File: src/rtl/pipeline_event_monitor.sv
// rtl/pipeline_event_monitor.sv - cycle/event counting monitor with cycle-limit auto-stop and registered read port (optional macro: PERF_SATURATE_EN)
module pipeline_event_monitor #(
    parameter int NUM_CH      = 2,
    parameter int CNT_W       = 32,
    parameter int CYCLE_LIMIT = 30,
    localparam int SEL_W      = $clog2(NUM_CH + 1)
) (
    input  logic              clk_i,
    input  logic              rst_i,
    input  logic              start_i,
    input  logic              clear_i,
    input  logic [NUM_CH-1:0] event_i,
    input  logic [SEL_W-1:0]  rd_sel_i,
    output logic [CNT_W-1:0]  rd_data_o,
    output logic [NUM_CH:0]   overflow_o,
    output logic [1:0]        state_o,
    output logic              done_o
);

    localparam logic [1:0] ST_IDLE = 2'b00;
    localparam logic [1:0] ST_RUN  = 2'b01;
    localparam logic [1:0] ST_DONE = 2'b10;

    localparam logic [CNT_W-1:0] CNT_MAX  = {CNT_W{1'b1}};
    localparam logic [CNT_W-1:0] LIMIT_M1 = CNT_W'(CYCLE_LIMIT - 1);
    localparam bit               LIMIT_EN = (CYCLE_LIMIT != 0);

    // Index NUM_CH holds the cycle counter; lower indices are event channels.
    logic [CNT_W-1:0] cnt_q   [NUM_CH+1];
    logic [CNT_W-1:0] cnt_nxt [NUM_CH+1];
    logic [NUM_CH:0]  ovf_q;
    logic [NUM_CH:0]  ovf_nxt;
    logic [NUM_CH:0]  inc;
    logic [1:0]       state_q;
    logic [1:0]       state_nxt;
    logic [CNT_W-1:0] rd_data_q;
    logic [CNT_W-1:0] rd_mux;
    logic             run;
    logic             hit_limit;

    // Next counter values and overflow flags; counting only happens in RUN.
    always_comb begin
        run = (state_q == ST_RUN);
        inc = '0;
        for (int n = 0; n < NUM_CH; n++) begin
            inc[n] = run & event_i[n];
        end
        inc[NUM_CH] = run;
        ovf_nxt = ovf_q;
        for (int i = 0; i <= NUM_CH; i++) begin
            cnt_nxt[i] = cnt_q[i];
            if (inc[i]) begin
                if (cnt_q[i] == CNT_MAX) begin
                    ovf_nxt[i] = 1'b1;
`ifdef PERF_SATURATE_EN
                    cnt_nxt[i] = CNT_MAX;
`else
                    cnt_nxt[i] = '0;
`endif
                end else begin
                    cnt_nxt[i] = cnt_q[i] + CNT_W'(1);
                end
            end
        end
    end

    // Mode sequencing: the limit check wins over a dropped start in the same cycle.
    always_comb begin
        hit_limit = LIMIT_EN && run && (cnt_q[NUM_CH] == LIMIT_M1);
        state_nxt = state_q;
        case (state_q)
            ST_IDLE: if (start_i) state_nxt = ST_RUN;
            ST_RUN: begin
                if (hit_limit)     state_nxt = ST_DONE;
                else if (!start_i) state_nxt = ST_IDLE;
            end
            ST_DONE: state_nxt = ST_DONE;
            default: state_nxt = ST_IDLE;
        endcase
    end

    // Read mux over current (pre-update) counter values; unused selects read zero.
    always_comb begin
        rd_mux = '0;
        if (int'(rd_sel_i) <= NUM_CH) begin
            rd_mux = cnt_q[rd_sel_i];
        end
    end

    // State, counters, flags and read register; clear outranks every update.
    always_ff @(posedge clk_i or negedge rst_i) begin
        if (!rst_i) begin
            for (int i = 0; i <= NUM_CH; i++) cnt_q[i] <= '0;
            ovf_q     <= '0;
            state_q   <= ST_IDLE;
            rd_data_q <= '0;
        end else if (clear_i) begin
            for (int i = 0; i <= NUM_CH; i++) cnt_q[i] <= '0;
            ovf_q     <= '0;
            state_q   <= ST_IDLE;
            rd_data_q <= '0;
        end else begin
            for (int i = 0; i <= NUM_CH; i++) cnt_q[i] <= cnt_nxt[i];
            ovf_q     <= ovf_nxt;
            state_q   <= state_nxt;
            rd_data_q <= rd_mux;
        end
    end

    assign rd_data_o  = rd_data_q;
    assign overflow_o = ovf_q;
    assign state_o    = state_q;
    assign done_o     = (state_q == ST_DONE);

endmodule

File: config.mk
export PLATFORM = sky130hd
export DESIGN_NAME = pipeline_event_monitor
export DESIGN_NICKNAME = d
export VERILOG_FILES = /design/src/rtl/pipeline_event_monitor.sv
export SDC_FILE = /design/constraint.sdc
export NUM_CORES = 1
export LEC_CHECK = 0
export ABC_AREA = 0
export BUFFER_PORTS_ARGS = -buffer_cell sky130_fd_sc_hd__buf_4
export CAP_MARGIN = 20
export CORE_MARGIN = 4
export CORE_UTILIZATION = 40
export CTS_CLUSTER_DIAMETER = 120
export CTS_CLUSTER_SIZE = 8
export DETAILED_ROUTE_END_ITERATION = 16
export GPL_ROUTABILITY_DRIVEN = 0
export GPL_TIMING_DRIVEN = 0
export HOLD_SLACK_MARGIN = 0.12
export PLACE_DENSITY_LB_ADDON = 0.05
export SETUP_SLACK_MARGIN = 0.05
export SYNTH_ARGS = -nofsm -noshare
export SYNTH_HDL_FRONTEND = slang
export SYNTH_SLANG_ARGS = --single-unit
File: constraint.sdc
create_clock -name clk_i -period 2.46 [get_ports clk_i]
set_input_delay 0.246 -clock clk_i [delete_from_list [all_inputs] [get_ports clk_i]]
set_output_delay 0.246 -clock clk_i [all_outputs]
set_load 0.01 [all_outputs]
==> results of run 1 <==
==> path summary, 6_finish.rpt <==
check | start | endpoint | slack [ps] | cells past startpoint
worst max-delay path | cnt_q[73] | cnt_q[92] | 190 | 6
worst min-delay path | event_i[1] | cnt_q[33] | 230 | 4
worst max register to register | cnt_q[73] | cnt_q[92] | 190 | 6
worst min register to register | overflow_o[0] | overflow_o[0] | 490 | 1
max in group asynchronous | rst_i | state_o[1] | 1310 | 3
min in group asynchronous | rst_i | cnt_q[87] | 380 | 2
==> logic make-up after synthesis <==
| group | Yosys count | share of synthesized area |
|---|---|---|
| AO/OA/AOI/OAI | 86 | 0.08476 |
| XOR/XNOR | 78 | 0.09847 |
| adder cells (fa/ha/maj) | 4 | 0.007214 |
| buffers and inverters | 44 | 0.02633 |
| flip-flops | 133 | 0.4797 |
| multiplexers | 32 | 0.04617 |
| AND/OR/NAND/NOR | 362 | 0.2574 |
==> power groups by stage <==
stage	sequential (mW)	combinational, mW	clock [mW]
3_5_place_dp	2.27	0.232	0
2_1_floorplan	2.26	0.120	0
3_3_place_gp	2.26	0.222	0
6_report	2.23	0.240	2.73
4_1_cts	2.23	0.239	2.78
5_1_grt	2.23	0.272	2.88
==> layer usage <==
metal / vias up / wire, um
met5: - / 13
met4: 2 / 381
met3: 32 / 778
met2: 140 / 8921
met1: 2832 / 9201
li1: 2750 / -
==> final cells by class <==
type	count	area, sq um	share of cell area
flip-flops and latches	133	3328	0.3994
plain buffers	34	151.4	0.01817
multi-input cells	562	3466	0.4159
well taps	220	275.3	0.03303
repair buffers	55	441.7	0.05300
inverters	10	37.54	0.004505
clock inverters	12	176.4	0.02117
clock buffers	20	456.7	0.05480
==> layout by cell type, fill, tap and decap left out, types with 31 or more instances in the layout <==
master,netlist,layout
nand3_1,31,31
nand2_1,49,49
buf_4,2,53
mux2i_1,32,32
nor2_1,160,160
xor2_1,44,44
xnor2_1,34,34
nand4_1,32,32
a31oi_1,34,34
dfrtp_1,133,133
==> sequential cells by signal (all words and copies together) (netlist names) <==
| name | count |
|---|---|
| state_o | 2 |
| overflow_o | 3 |
| cnt_q | 96 |
| rd_data_o | 32 |
==> worst reg2reg max path, delay by kind of cell (launching register included) <==
| family | cells | cell delay [ps] |
|---|---|---|
| flip-flops | 1 | 470 |
| AO/OA/AOI/OAI | 1 | 360 |
| buffers and inverters | 1 | 230 |
| AND/OR/NAND/NOR | 4 | 1100 |
==> per-stage QoR <==
stage | setup TNS [ps] | area [sq um] | utilization
after floorplan | 0 | 6938 | -
after global placement | -1468 | 7536 | 0.4481
after detailed placement | -1961 | 7567 | 0.4499
after CTS | 0 | 8259 | 0.4911
after global routing | 0 | 8333 | 0.4955
final | 0 | 8333 | 0.4955
==> what timing repair did <==
item / CTS / global route
gates resized for setup: 3 / 10
hold buffers: 2 / 0
hold endpoints to repair: 61 / 0
pin swaps: 1 / 2
setup buffers: 2 / 7
endpoints found under the setup margin: 40 / 72
==> results, run 1 <==
- Summed over all layers, the routed wires come to 19.30 mm.
- The site row count is 47.
- The most common flop cell mapped by yosys is dfrtp_1.
- In this run the tool buffered the top-level ports with 43 buffer cells.
- For this run the aggregate overflow at the end of global routing stands at 0.
- Data arrives at the worst endpoint at 2570 ps.
- The delay of the slowest critical-path stage is 490 ps.
- The power density over cell area is 623.6 nW/um^2.
- The post-detailed-route count of antenna-violating nets is 0.
- The number of clock sinks seen by CTS is 133.
- Clock-pin slew was measured on the worst setup and hold paths at 60 ps.
- The sort of element at the end of the critical path is a flip-flop.
- The number of antenna diodes in the final layout is 0.
- By area the synthesized netlist is led by dfrtp_1 48%, nor2_1 8.7%, xor2_1 5.6%, mux2i_1 4.6%, xnor2_1 4.3%.
- The sort of element at the start of the critical path is a flip-flop.
- The via count of the first global-routing pass came to 5869.
- The number of enable flip-flop cells after synthesis is 0.
- From left edge to right edge, the die measures 139.7 um.
- After synthesis, the most frequently instantiated cells are 160 x nor2_1, 133 x dfrtp_1, 49 x nand2_1.
- The leakage component of the power is 3.665 nW.
- The synthesized netlist cell count is roughly 740.
- The area growth from synthesis to final layout is 20.11%.
- The fraction of power consumed by the clock network is 0.525.
- The fill cell instance count of the final layout is roughly 1600.
- The final number of max-transition violations is 0.
- The run finished with clean final reports.
- Data on the critical path is required at its endpoint by ~2800 ps.
- Of all flip-flops after synthesis, the portion carrying an async set or reset was 1.000.
- The portion of total power attributed to combinational logic is 0.046.
- For this block, the via count after detailed routing is ~5800.
- The worst pin sits at a relative slew slack of 0.3783.
- After the first detailed-routing iteration, the DRC count stood at 325.
- Across every metal layer, demand over resource in global routing totals 0.2059.
- The critical path goes through nand3_1 -> nor4_4 -> a41oi_2 -> nor2_4 -> buf_4 -> nor2_1.
- The design draws 5.197 mW.
- After detailed routing, the number of remaining DRC violations is 0.
- The maximum level of the CTS H-tree is 4.
- The tree is rooted in a clkbuf_16.
- The clock insertion delay at the later pin of the skew report is 430 ps.
- The switching power is 1.177 mW.
- In the global route stage, met1 resource usage came out at 0.2880.
- The largest area contributor in the netlist is dfrtp_1.
- The synthesis warning total is 0.
- The met2 usage in global routing is 0.3234.
- The internal power of the cells totals around 4 mW.
- Hold is met by 229.1 ps.
- Clock skew on the completed layout was measured at 7.900 ps.
- The share of total power dissipated in sequential elements is 0.429.
- The type of the worst min-delay path is primary input to flip-flop.
- The worst setup path is of the flip-flop to flip-flop kind.
- The netlist area before placement is 6938 sq um.
- The number of nets in the final layout is 825.
- The maximum count of clock buffers along a single path is 2.
- The count of cells in the finished layout, fillers not included, comes to 1046.
- The first-pass GRT wire length is 31.84 mm.
- The number of I/O pins is 46.
- The number of buffers inserted during clock tree synthesis is 17.
- The critical-path cell with the highest stage delay is nor4_4.
- In the final routed layout, each cell accounts on average for between 15 and 20 um.
- The most common cell in the netlist is nor2_1.
- The synthesis-stage register bit count is roughly 130.
- The kind of cell with the highest combined delay on the critical path is simple AND/OR/NAND/NOR gates.
- The transition time of the tightest slew-check pin is 931.6 ps.
- VDD sags by at most 526.5 uV.
- Static timing analysis puts the maximum clock frequency at 441.1 MHz.
- Before antenna repair, the detailed router went through 5 iterations.
- The number of different library cells in the post-synthesis netlist is between 50 and 60.
- For this configuration, the core starts out at a cell density of 0.4125.
- Setup repair after global routing left no endpoint under its margin.
- The share of post-route cells with drive strength above 1 is 0.1356.
- In this run the most used layer during global routing was met2.
- The synthesized area divided by synthesized cell count is 9.388 sq um.
- The number of antenna violations at the first check in global routing was 1.
- The switching share of power is 0.2264.
- Once detailed placement completed, the half-perimeter wirelength came to 14.05 mm.
- The setup slack after layout is 193.1 ps.
- TritonCTS built the clock tree.
- Of all nets on the critical path, the largest fanout is 10.
- The height of the chip is 139.7 um.
- The number of vias per cell is 5.503.
- Dividing the final minimum period by the clock period gives 0.9215.
- Setup violations remaining at the end of the flow were counted as 0.
- The met3 usage is 0.04391.
- The number of placed instances, taps included, is roughly 1000.
- Max-cap violations in this run came to 0.
- The setup slack after placement is -78.19 ps.
- The final number of hold-violating endpoints is 0.
- The portion of synthesized cell area occupied by the leading cell type is 0.4797.
- The die area is 19520 sq um.
- Entering global routing, the biggest net connects 74 pins.
- After floorplanning, the core was sized to cover around 17000 sq um.
- The combined buffer and inverter count along the critical path is 1.
- The net count after synthesis is between 700 and 800.
- For this run, the register share of the synthesized area comes to 0.4797.
- The shortest clock period the worst path allows after layout is between 2000 and 2500 ps.
No activity file was read; power rests on OpenSTA's default activity.
==> run 2, diff against run 1 <==
==> constraint.sdc (replaced) <==
create_clock -name clk_i -period 2.3 [get_ports clk_i]
set_input_delay 0.23 -clock clk_i [delete_from_list [all_inputs] [get_ports clk_i]]
set_output_delay 0.23 -clock clk_i [all_outputs]
set_load 0.01 [all_outputs]
==> run 2 against run 1 <==
Against the previous run:
- register-to-register slack about the same
- critical path depth unchanged
- power is 7.0% higher
- non-clock buffer count rose by 3
- fmax rose by 7.3%
- clock power is 7% higher
- utilization grew 0.45 points
- combinational power rose by 7%
- cell count up 0.29%
- cell area grew 0.92%
- critical path type unchanged
==> results, run 2 (same netlist as run 1, synthesis figures left out) <==
- The flow ran to the end, and the final reports show no timing, DRC or antenna violations.
- The critical path data arrival time is 2420 ps.
- The maximum level of the CTS H-tree is 4.
- The maximum count of clock buffers along a single path is 2.
- The kind of critical path is flip-flop to flip-flop.
- The register with the most flip-flops in the layout has 96 of them.
- The fill cell instance count of the final layout is about 1600.
- Summed over all failing endpoints, the final setup total negative slack is 0 ps.
- The share of total power dissipated in combinational logic is 0.046.
- The worst hold path belongs to the class primary input to flip-flop.
- Along the worst path, the maximum fanout reaches 6.
- Cell internal power was estimated by the tool at 4.299 mW.
- Entering global routing, the biggest net connects 74 pins.
- The fraction of power consumed by the clock network is 0.525.
- In this run, the number of DRC markers left after iteration 0 of detailed routing was 333.
- Setup repair after global routing could not meet its margin everywhere.
- The first global-routing pass estimated 31.84 mm of wire.
- In the routed layout, each cell is associated on average with a via count of approximately 5.5.
- In the final routed layout, each cell accounts on average for ~19 um.
- At the end of the flow the core is filled with cells to 0.5000.
- Summed over all layers, the global routing overflow is 0.
- The power density over cell area is ~660 nW/um^2.
- The final number of hold-violating endpoints was 0.
- The top cell types in the final layout, fill and taps aside, are 159 x nor2_1, 130 x dfrtp_1, 58 x buf_4.
- The clock arrives with between 7 and 8 ps of skew.
- Leaving out fill and tap cells, the most frequent cell in the layout is nor2_1.
- Counting I/O delays and the setup requirement, the final critical path takes 2113 ps.
- During I/O placement, the number of pins put on the boundary was 46.
- The maximum frequency from static timing analysis is 473.4 MHz.
- The number of iterations in the first detailed-routing pass is 5.
- Clock latency on the worst-skew pair, taken at its later pin, is 420 ps.
- The post-detailed-placement half-perimeter wirelength is 14.05 mm.
- The site row count is 47.
- The number of clock buffers added by TritonCTS is 17.
- The highest ir drop seen on vdd is 565.3 uV.
- At the pin with the least slew margin, the transition time is 949.4 ps.
- The worst slew margin relative to its limit is 0.3664.
- The total global routing track utilization is 0.2060.
- STA classifies the critical path startpoint as a flip-flop.
- The analysis attributes to cell leakage a power of 3.694 nW.
- The die area is a little under 20000 sq um.
- The switching power is about 1.3 mW.
- The area growth from synthesis to final layout is 21.21%.
- The worst setup path is captured at a flip-flop.
- Setup violations remaining at the end of the flow were counted as 0.
- The worst path required time is 2610 ps.
- The worst hold slack across all endpoints is 207.8 ps.
- Counting tap cells, the placed design contains a total of 1003 instances.
- For this run, design rule violations remaining after detail routing come to 0.
- Counting flops per register, the top entry is cnt_q.
- The CTS tree is built.
- The switching share of power is 0.2267.
- The standard cell area after detailed placement is 7567 sq um.
- Dividing the final minimum period by the clock period gives 0.9185.
- In the final layout, the share of cells above drive strength 1 is 0.1472.
- Wires add up to roughly 19 mm.
- The die is around 140 um wide.
- The floorplan step defined a core boundary enclosing 16820 sq um.
- The total number of vias is between 5000 and 6000.
- Across the run, the number of max-cap violations was 0.
- For this design, the sink count on the clock tree is 133.
- The starting utilization of the core area is 0.4125.
- The flop-to-flop setup slack is 190 ps.
- The clock root buffer is clkbuf_16.
- The number of antenna violations at the first check in global routing is 0.
- The number of standard cells in the final layout excluding fillers is 1049.
- The final number of max-transition violations is 0.
- The via count of the first global-routing pass was 5864.
- The finished layout cell area is 8409 sq um.
- The height of the chip is between 100 and 150 um.
- The post-detailed-route count of antenna-violating nets is 0.
- The number of nets in the final layout is 828.
- The register share of total power is 0.429.
- During placement, the flow inserted port buffers numbering between 40 and 50.
- The clock-pin slew on the worst setup and hold paths is 60 ps.
- The number of antenna diodes in the final layout is 0.
run 2: power by group through the flow:
| stage | registers [mW] | clock network (mW) | logic (mW) |
|---|---|---|---|
| 5_1_grt | 2.38 | 3.08 | 0.290 |
| 3_5_place_dp | 2.42 | 0 | 0.248 |
| 4_1_cts | 2.38 | 2.98 | 0.258 |
| 3_3_place_gp | 2.42 | 0 | 0.237 |
| 6_report | 2.38 | 2.92 | 0.257 |
| 2_1_floorplan | 2.42 | 0 | 0.129 |
run 2: worst paths after layout:
kind                               startpoint             to  cells past startpoint
max in group asynchronous               rst_i     state_o[1]                      3
worst max register to register      cnt_q[73]      cnt_q[94]                      6
worst max-delay path                cnt_q[73]      cnt_q[94]                      6
worst min-delay path               event_i[1]      cnt_q[33]                      4
min in group asynchronous               rst_i      cnt_q[87]                      2
worst min register to register  overflow_o[0]  overflow_o[0]                      1
run 2: area by class of cell:
class                           instances  area (sq um)  share of cell area
Buffer                                 34         160.2             0.01904
Clock buffer                           20         456.7             0.05431
Clock inverter                         12         176.4             0.02098
Inverter                               10         37.54            0.004464
Multi-Input combinational cell        562          3507              0.4171
Sequential cell                       133          3332              0.3962
Tap cell                              220         275.3             0.03273
Timing Repair Buffer                   58         464.2             0.05520
run 2: routing by layer:
layer	GRT usage	part of all wire
met1	0.2884	0.48
met2	0.3219	0.46
met3	0.04425	0.038
met4	0.06323	0.020
met5	0	0
run 2: per-stage QoR:
| step | total power, mW | worst slack (ps) |
|---|---|---|
| 3_3_place_gp | 2.659 | -221.3 |
| 4_1_cts | 5.616 | 9.648 |
| 5_1_grt | 5.754 | 45.75 |
| 6_report | 5.559 | 187.4 |
| 2_1_floorplan | 2.544 | 361.3 |
| 3_5_place_dp | 2.672 | -238.2 |
run 2: worst max-delay path, cell delays in order, from the launching register on:
cell	delay, ps
dfrtp_1	470
nand3_1	240
or4_1	590
buf_2	180
nor4_2	310
xnor2_1	150
nor2_1	50
run 2: timing repair:
action	CTS	global route
hold buffers	2	0
endpoints found under the hold margin	61	0
gates resized for setup	10	15
endpoints found under the setup margin	65	77
pin swaps	3	9
setup buffers	2	10
cloned	0	0
